## config.mk

```make
export PLATFORM = sky130hd
export DESIGN_NAME = chunked_addsub
export DESIGN_NICKNAME = d
export VERILOG_FILES = /design/src/rtl/addsub_pkg.sv /design/src/rtl/chunk_adder.sv /design/src/rtl/full_adder.sv /design/src/rtl/chunked_addsub.sv
export SDC_FILE = /design/constraint.sdc
export NUM_CORES = 1
export LEC_CHECK = 0
export CORE_MARGIN = 4
export CORE_UTILIZATION = 60
export CTS_CLUSTER_DIAMETER = 150
export CTS_CLUSTER_SIZE = 24
export DETAILED_ROUTE_END_ITERATION = 12
export DONT_BUFFER_PORTS = 1
export MAX_ROUTING_LAYER = met4
export PLACE_DENSITY = 0.76
export SKIP_LAST_GASP = 1
export SLEW_MARGIN = 20
export SYNTH_ARGS = -nofsm -noshare
export SYNTH_HDL_FRONTEND = slang
export SYNTH_SLANG_ARGS = --single-unit
export TNS_END_PERCENT = 20
```

## constraint.sdc

```tcl
create_clock -name clk -period 17.5 [get_ports clk]
set_input_delay 2.625 -clock clk [delete_from_list [all_inputs] [get_ports clk]]
set_output_delay 2.625 -clock clk [all_outputs]
set_load 0.05 [all_outputs]
```

## src/rtl/addsub_pkg.sv

```systemverilog
// -----------------------------------------------------------------------------
// addsub_pkg
// Shared definitions for the chunked adder/subtractor:
//   state_t       - controller states (IDLE / RUN / DONE)
//   op_t          - operation encoding (OP_ADD = 0, OP_SUB = 1)
//   calc_nchunk   - number of CHUNK-bit slices in a WIDTH-bit word
//   calc_cnt_w    - width of the slice counter ($clog2(NCHUNK), at least 1)
// -----------------------------------------------------------------------------
package addsub_pkg;

   typedef enum logic [1:0] {
      IDLE = 2'd0,
      RUN  = 2'd1,
      DONE = 2'd2
   } state_t;

   typedef enum logic {
      OP_ADD = 1'b0,
      OP_SUB = 1'b1
   } op_t;

   // Guarded against CHUNK = 0 so that the legality check in the top level
   // reports the problem instead of elaboration dividing by zero here.
   function automatic int calc_nchunk(input int width, input int chunk);
      return (chunk > 0) ? (width / chunk) : 1;
   endfunction

   function automatic int calc_cnt_w(input int nchunk);
      return (nchunk > 1) ? $clog2(nchunk) : 1;
   endfunction

endpackage

```

## src/rtl/chunk_adder.sv

```systemverilog
// -----------------------------------------------------------------------------
// chunk_adder
// Combinational CHUNK-bit ripple-carry adder built from full_adder cells.
// Ports:
//   a, b   - CHUNK-bit addends
//   cin    - carry into bit 0
//   sum    - CHUNK-bit sum
//   cout   - carry out of bit CHUNK-1
//   c_msb  - carry into bit CHUNK-1 (used for signed-overflow detection)
// -----------------------------------------------------------------------------
module chunk_adder #(
   parameter int CHUNK = 8
) (
   input  logic [CHUNK-1:0] a,
   input  logic [CHUNK-1:0] b,
   input  logic             cin,
   output logic [CHUNK-1:0] sum,
   output logic             cout,
   output logic             c_msb
);

   logic [CHUNK:0] c;

   assign c[0] = cin;

   for (genvar i = 0; i < CHUNK; i++) begin : g_bit
      full_adder u_fa (
         .a    (a[i]),
         .b    (b[i]),
         .cin  (c[i]),
         .sum  (sum[i]),
         .cout (c[i+1])
      );
   end

   assign cout  = c[CHUNK];
   assign c_msb = c[CHUNK-1];

endmodule

```

## src/rtl/full_adder.sv

```systemverilog
// -----------------------------------------------------------------------------
// full_adder
// One-bit full adder, the cell the chunk adder ripples through.
// Ports:
//   a, b, cin  - addend bits and carry in
//   sum, cout  - sum bit and carry out
// -----------------------------------------------------------------------------
module full_adder (
   input  logic a,
   input  logic b,
   input  logic cin,
   output logic sum,
   output logic cout
);

   assign sum  = a ^ b ^ cin;
   assign cout = (a & b) | (cin & (a ^ b));

endmodule

```

## src/rtl/chunked_addsub.sv

```systemverilog
// -----------------------------------------------------------------------------
// chunked_addsub
// Multi-cycle two's-complement adder/subtractor. A WIDTH-bit operation is
// processed CHUNK bits per clock through a single chunk_adder, with the
// inter-chunk carry held in a register. Latency is NCHUNK+1 cycles from
// accept to the done cycle; a new operation may be accepted in the done cycle.
//
// Ports:
//   clk, rst_n  - clock, asynchronous active-low reset
//   start       - request, sampled in IDLE and DONE only
//   sub         - 0 = a+b, 1 = a-b (latched with start)
//   a, b        - operands (latched with start)
//   busy        - high while chunks are being processed (RUN)
//   done        - one-cycle pulse when result/flags are updated
//   result      - sum/difference, held until the next done
//   carry_out   - carry out of the MSB (subtraction: 1 = no borrow)
//   overflow    - signed overflow
//   zero        - result == 0 (after any clamping)
//
// Build option:
//   ADDSUB_SATURATE_EN - clamp result to the most positive / most negative
//                        value on signed overflow; flags stay raw.
// -----------------------------------------------------------------------------
module chunked_addsub
   import addsub_pkg::*;
#(
   parameter int WIDTH = 32,
   parameter int CHUNK = 8
) (
   input  logic             clk,
   input  logic             rst_n,
   input  logic             start,
   input  logic             sub,
   input  logic [WIDTH-1:0] a,
   input  logic [WIDTH-1:0] b,
   output logic             busy,
   output logic             done,
   output logic [WIDTH-1:0] result,
   output logic             carry_out,
   output logic             overflow,
   output logic             zero
);

   localparam int               NCHUNK     = calc_nchunk(WIDTH, CHUNK);
   localparam int               CNT_W      = calc_cnt_w(NCHUNK);
   localparam logic [CNT_W-1:0] LAST       = CNT_W'(NCHUNK - 1);
   localparam logic [WIDTH-1:0] CHUNK_MASK = WIDTH'({CHUNK{1'b1}});

   if (CHUNK < 1 || CHUNK > WIDTH || (WIDTH % CHUNK) != 0) begin : g_bad_params
      $error("chunked_addsub: CHUNK must be in 1..WIDTH and divide WIDTH");
   end

   state_t           state, state_nxt;
   logic [CNT_W-1:0] cnt;
   logic             carry_q;
   logic [WIDTH-1:0] a_q, b_q, partial;

   logic             accept, run, last;
   logic [31:0]      sh;
   logic [CHUNK-1:0] chunk_a, chunk_b, chunk_sum;
   logic             chunk_cout, chunk_c_msb;
   logic [WIDTH-1:0] full_sum, res_nxt;
   logic             ovf_nxt;

`ifdef ADDSUB_SATURATE_EN
   // On signed overflow both operands share a sign; A's sign picks the clamp.
   function automatic logic [WIDTH-1:0] saturate(input logic [WIDTH-1:0] raw,
                                                 input logic             ovf,
                                                 input logic             a_msb);
      if (!ovf)
         return raw;
      return a_msb ? {1'b1, {(WIDTH-1){1'b0}}} : {1'b0, {(WIDTH-1){1'b1}}};
   endfunction
`endif

   assign accept = start && (state == IDLE || state == DONE);
   assign run    = (state == RUN);
   assign last   = run && (cnt == LAST);

   // Slice selection by shifting keeps every index expression width-exact.
   assign sh      = 32'(cnt) * 32'(CHUNK);
   assign chunk_a = CHUNK'(a_q >> sh);
   assign chunk_b = CHUNK'(b_q >> sh);

   chunk_adder #(.CHUNK(CHUNK)) u_chunk_adder (
      .a     (chunk_a),
      .b     (chunk_b),
      .cin   (carry_q),
      .sum   (chunk_sum),
      .cout  (chunk_cout),
      .c_msb (chunk_c_msb)
   );

   // partial with the current slice merged in; on the last chunk this is the
   // complete wrapped result.
   assign full_sum = (partial & ~(CHUNK_MASK << sh)) | (WIDTH'(chunk_sum) << sh);
   assign ovf_nxt  = chunk_cout ^ chunk_c_msb;

`ifdef ADDSUB_SATURATE_EN
   assign res_nxt = saturate(full_sum, ovf_nxt, a_q[WIDTH-1]);
`else
   assign res_nxt = full_sum;
`endif

   // ---- state register ----
   always_ff @(posedge clk or negedge rst_n) begin
      if (!rst_n)
         state <= IDLE;
      else
         state <= state_nxt;
   end

   // ---- next-state logic ----
   always_comb begin
      state_nxt = state;
      unique case (state)
         IDLE:    if (start) state_nxt = RUN;
         RUN:     if (last) state_nxt = DONE;
         DONE:    state_nxt = start ? RUN : IDLE;
         default: state_nxt = IDLE;
      endcase
   end

   // ---- output logic ----
   always_comb begin
      busy = 1'b0;
      done = 1'b0;
      busy = (state == RUN);
      done = (state == DONE);
   end

   // ---- operand and partial-sum registers (data, no reset) ----
   always_ff @(posedge clk) begin
      if (accept) begin
         a_q <= a;
         b_q <= (op_t'(sub) == OP_SUB) ? ~b : b;
      end
      if (run)
         partial <= full_sum;
   end

   // ---- chunk counter, carry and output registers ----
   always_ff @(posedge clk or negedge rst_n) begin
      if (!rst_n) begin
         cnt       <= '0;
         carry_q   <= 1'b0;
         result    <= '0;
         carry_out <= 1'b0;
         overflow  <= 1'b0;
         zero      <= 1'b0;
      end else if (accept) begin
         cnt     <= '0;
         carry_q <= sub;  // +1 of the two's-complement negate for subtraction
      end else if (run) begin
         carry_q <= chunk_cout;
         if (last) begin
            cnt       <= '0;
            result    <= res_nxt;
            carry_out <= chunk_cout;
            overflow  <= ovf_nxt;
            zero      <= (res_nxt == '0);
         end else begin
            cnt <= cnt + CNT_W'(1);
         end
      end
   end

endmodule

```

# After elaboration in Yosys (flattened, before gate mapping)
# Cells that the tools add are included.
# word_totals
reg_bits	136
input_bits	68
out_inout_bits	37
wordCells	84
# op_classes
addsub	1
eq_ne	5
shifts	4
mux	10
bitwise_logic	46
n_reduce_logical	8
# op_table
cell	count
NOT 32 bit	2
right shift 32 x 5 -> 8 bit	2
AND 32 bit	1
logical NOT 32 bit	1
two-way mux 32 bit	1
OR 32 bit	1
<< shifter 8 x 5 -> 32 bit	1
<< shifter 8 x 5 -> 32 bit, first input constant	1
bitwise XOR 1 bit	17
AND 1 bit	16
two-way mux 2 bit	5
OR 1 bit	8
case mux 2 bit (3 select lines)	1
== test 2 bit, second input constant	2
two-way mux 1 bit	3
AND reduction 3 bit	1
adder 2 x 1 -> 2 bit, second input constant	1
== test 2 x 1 -> 1 bit, second input constant	1
logical AND 1 bit	2
logical NOT 2 bit	1
inequality test 2 x 1 -> 1 bit, second input constant	1
inequality test 2 bit, second input constant	1
AND reduction 2 bit	1
nonzero test 2 bit	1
2 further kinds	2

# Logic depth before layout (Yosys ltp)
# depth
ltp_word	20
mapped_depth	19
mapped_depth_nobuf	16

# Modules after synthesis
# A second synthesis with hierarchy kept.
# hier_totals
cells_unflattened	369
hier_area_um2	5968.2
# by_module_without_submodules
module	instances	cells_per_inst	area_each_um2	seq_area_each_um2
chunked_addsub	1	361	5808.1	3793.6
full_adder	8	1	20.0	0.0

# Least setup slack after synthesis
# Ideal clock, no wire load.
# synth_timing
kind	in2reg
start	input start
end	register carry_q
setup_time_ps	293
arrival_time_ps	5921
required_ps	17207
slack_ps	11286
path_stages	2
n_path_buf	0
cell_sequence	nor2b_1 -> o21ai_0
# synth_between
elab_chain_len	2
word_cells_on_any_way	3
classes_between	mux: 1; reduce/logical: 2
# synth_lines
element	line_no	rtl
from (decl)	chunked_addsub.sv:32	input logic start,
logical AND 1 bit *	chunked_addsub.sv:76	assign accept = start && (state == IDLE || state == DONE);
two-way mux 1 bit / nonzero test 2 bit (equally long branches)	-	
to (signal assigned)	chunked_addsub.sv:153	carry_q <= sub;
to (signal assigned)	chunked_addsub.sv:155	carry_q <= chunk_cout;
to (decl)	chunked_addsub.sv:55	logic carry_q;
# Every way passes the cells marked *; elsewhere a longest branch is shown, timed or not.
# A chain may end at the register's enable or synchronous reset.

# Worst setup path in the final report
# layout_timing
start	register cnt[0]
end	register zero
# layout_between
elab_chain_len	20
word_cells_on_any_way	48
classes_between	eq/ne: 1; shift: 4; bitwise: 40; reduce/logical: 3
# layout_lines
element	line_no	rtl
from (decl)	chunked_addsub.sv:54	logic [CNT_W-1:0] cnt;
from (signal assigned)	chunked_addsub.sv:163	cnt <= cnt + CNT_W'(1);
right shift 32 x 5 -> 8 bit, on equally long branches	chunked_addsub.sv:82, chunked_addsub.sv:83	
bitwise XOR 1 bit	full_adder.sv:16, full_adder.sv:17	
AND 1 bit	full_adder.sv:17	assign cout = (a & b) | (cin & (a ^ b));
OR 1 bit	full_adder.sv:17	
AND 1 bit	full_adder.sv:17	
OR 1 bit	full_adder.sv:17	
AND 1 bit	full_adder.sv:17	
OR 1 bit	full_adder.sv:17	
[... 4 more ...]	-	
AND 1 bit	full_adder.sv:17	
OR 1 bit	full_adder.sv:17	
AND 1 bit	full_adder.sv:17	
OR 1 bit	full_adder.sv:17	
bitwise XOR 1 bit	full_adder.sv:16	assign sum = a ^ b ^ cin;
<< shifter 8 x 5 -> 32 bit	chunked_addsub.sv:96	assign full_sum = (partial & ~(CHUNK_MASK << sh)) | (WIDTH'(chunk_sum) << sh);
OR 32 bit	chunked_addsub.sv:96	
logical NOT 32 bit	chunked_addsub.sv:161	zero <= (res_nxt == '0);
to (signal assigned)	chunked_addsub.sv:161	
to (decl)	chunked_addsub.sv:41	output logic zero
# Parallel ways exist; a longest one is shown, timed or not.

==> results.sh <==
export IMPL_wl_per_cell_um=20.46
export IMPL_setup_viol_count_final=0
export IMPL_status="complete, no violations"
export IMPL_hold_violations=0
export IMPL_grt_pass1_vias=3380
export IMPL_syn_inst=388
export IMPL_fin_crit_sh_pct=34.64
export IMPL_start_kind="flop"
export IMPL_antenna_found_initial=0
export IMPL_cp_data_arrival_time_ns=6.48
export IMPL_drive_gt1_share_pct=18.52
export IMPL_cap_violations=0
export IMPL_nFillCells=629
export IMPL_port_buffers=0
export IMPL_startpoint="cnt[0]$_DFFE_PN0P_"
export IMPL_first_pass_iters=4
export IMPL_rsz0062_at_grt="false"
export IMPL_r2r_start="cnt[0]$_DFFE_PN0P_"
export IMPL_synth_area_um2=5899
export IMPL_fin_crit_ns=6.061
export IMPL_n_antenna_cell=0
export IMPL_cts_hold_buf=0
export IMPL_synth_fp_nets=468
export IMPL_worstPathMaxFanout=47
export IMPL_seq_area_frac_synth_pct=63.29
export IMPL_syn_mean_instance_area_um2=15.20
export IMPL_finalSetupTns_ns=0
export IMPL_rows=35
export IMPL_synthArstFlopShare_pct=30.53
export IMPL_die_x_um=107.2
export IMPL_ys_warn_count=0
export IMPL_cp_end_kind="flop"
export IMPL_place_congestion=0.8616
export IMPL_hp_start="partial[24]$_DFFE_PP_"
export IMPL_grt_util_all_layers_pct=21.42
export IMPL_postCtsSetupRepairBufs=0
export IMPL_reg2reg_slack_ns=11.44
export IMPL_ys_types=44
export IMPL_die_area_um2=11480
export IMPL_vias_per_cell=5.830
export IMPL_vias=3113
export IMPL_ys_ff_latch=131
export IMPL_utilization_pct=69.44
export IMPL_finalNetCount=472
export IMPL_drt_total_wl_mm=10.93
export IMPL_ant_nets=0
export IMPL_area_growth_pct=10.82
export IMPL_crit_type="reg2reg"
export IMPL_cts_tree="built"
export IMPL_drt_iter0_drc=157
export IMPL_clk_latency_ns=0.52
export IMPL_htree_num_levels=4
export IMPL_pin_count=105
export IMPL_grt_ovfl_total=0
export IMPL_clk_pin_slew_ns=0.06
export IMPL_grt_pass1_wl_mm=17.87
export IMPL_hold_class="reg2reg"
export IMPL_clock_sinks=131
export IMPL_numCtsBuffers=17
export IMPL_slew_viol_final=0
export IMPL_cts_root_buf="clkbuf_8"
export IMPL_cts_resized=0
export IMPL_initial_core_util_pct=62.66
export IMPL_required_ns=17.92
export IMPL_fin_skew_ns=0.007892
export IMPL_worstMarginPinSlew_ns=0.9742
export IMPL_core_um2=9415
export IMPL_die_h_um=107.2
export IMPL_grt_max_degree=70
export IMPL_relSlewSlack_pct=34.92
export IMPL_cts_max_path_buffers=2
export IMPL_synthFlopType="edfxtp_1"
export IMPL_fmax_mhz=165.0
export IMPL_drc=0
export IMPL_hpwl_mm=7.451
export IMPL_synth_edff_count=91
## worst paths after layout
check	end	cells after the start
max in group asynchronous	cnt[0]$_DFFE_PN0P_	0
hold reg to reg	partial[24]$_DFFE_PP_	2
setup reg to reg	zero$_DFFE_PN0P_	17
setup / recovery	zero$_DFFE_PN0P_	17
min in group asynchronous	result[7]$_DFFE_PN0P_	0
hold / removal	partial[24]$_DFFE_PP_	2
## area by class of cell
type,instances,area (um^2),area share [%]
clock buffer,17,414.1,6.335
clock inverter,15,145.1,2.220
inverter,27,101.3,1.550
multi-input combinational,211,1951,29.84
sequential,131,3735,57.13
tap,129,161.4,2.469
timing repair buffer,4,30.03,0.4593
## synth_stat cells (all sizes together) (2+ instances only)
| library cell | count | area share (%) |
|---|---|---|
| or2 | 11 | 1.2 |
| a21oi | 2 | 0.17 |
| fa | 8 | 2.7 |
| edfxtp | 91 | 46 |
| xor2 | 32 | 4.8 |
| dfrtp | 40 | 17 |
| nor3b | 11 | 1.4 |
| inv | 26 | 1.7 |
| nand2b | 4 | 0.42 |
| nor2 | 2 | 0.13 |
| o31ai | 6 | 0.76 |
| mux2 | 22 | 4.2 |
| clkbuf | 5 | 0.32 |
| buf | 14 | 1.7 |
| nor2b | 16 | 1.7 |
| a2111oi | 11 | 1.8 |
| nor3 | 7 | 0.59 |
| a2bb2oi | 3 | 0.45 |
| o21ai | 9 | 0.76 |
| nand2 | 19 | 1.2 |
| ha | 4 | 0.85 |
| and3b | 2 | 0.30 |
| a21o | 11 | 1.4 |
| nand4 | 4 | 0.42 |
| mux4 | 16 | 6.1 |
| nand3b | 2 | 0.32 |
## cell families (layout without fill, tap and decap cells)
logic type	count (synthesis)	in the layout	share of synthesized area, %
muxes	38	38	10.31
DFF	131	131	63.29
buffers and inverters	46	63	3.775
and+or+nand+nor	82	82	8.102
xor gates and xnor gates	33	33	4.899
AOI/OAI and AO/OA	46	46	6.066
adders and majority gates	12	12	3.563
## registers in the layout, indices dropped and copies added (netlist names)
name       flops
result        32
carry_q        1
state          2
carry_out      1
zero           1
a_q           32
cnt            2
b_q           32
overflow       1
partial       27
## critical path: stages, from the launching register on
cell and delay (ns):
dfrtp_2 0.35, buf_4 0.49, mux4_2 0.33, inv_1 0.05, fa_1 0.40, fa_1 0.40
fa_1 0.45, fa_1 0.47, fa_1 0.43, inv_1 0.09, fa_1 0.17, inv_1 0.06
fa_1 0.48, fa_1 0.63, or2b_1 0.25, a2111oi_1 0.40, nand4_1 0.19, o41ai_2 0.32
## layout by cell type (no fill, tap or decap), types with 15 or more instances in the layout
master and instances:
mux4_2 16, nand2_1 19, mux2_2 16, xor2_1 32, dfrtp_1 39, clkbuf_16 16
inv_1 24, nor2b_1 15, edfxtp_1 91
## through the flow
step           setup slack, ns  area [um^2]  std cells  hold WS (ns)
2_1_floorplan            11.29         5899        388        0.5186
3_3_place_gp             11.60         5978        502        0.5398
3_5_place_dp             11.42         5978        502        0.5484
4_1_cts                  11.37         6538        534        0.5631
5_1_grt                  11.14         6538        534        0.5900
6_report                 11.44         6538        534        0.5564
## per-layer routing
| layer | global-route usage, % | vias to the layer above | share of wire (%) |
|---|---|---|---|
| li1 | - | 1431 | - |
| met1 | 26.96 | 1539 | 41 |
| met2 | 33.33 | 135 | 51 |
| met3 | 6.803 | 8 | 7.0 |
| met4 | 7.123 | 0 | 0.85 |
| met5 | - | - | 0 |
Power is not shown: default switching activity piles up to over one toggle a cycle in this logic, so the estimate is an artifact.
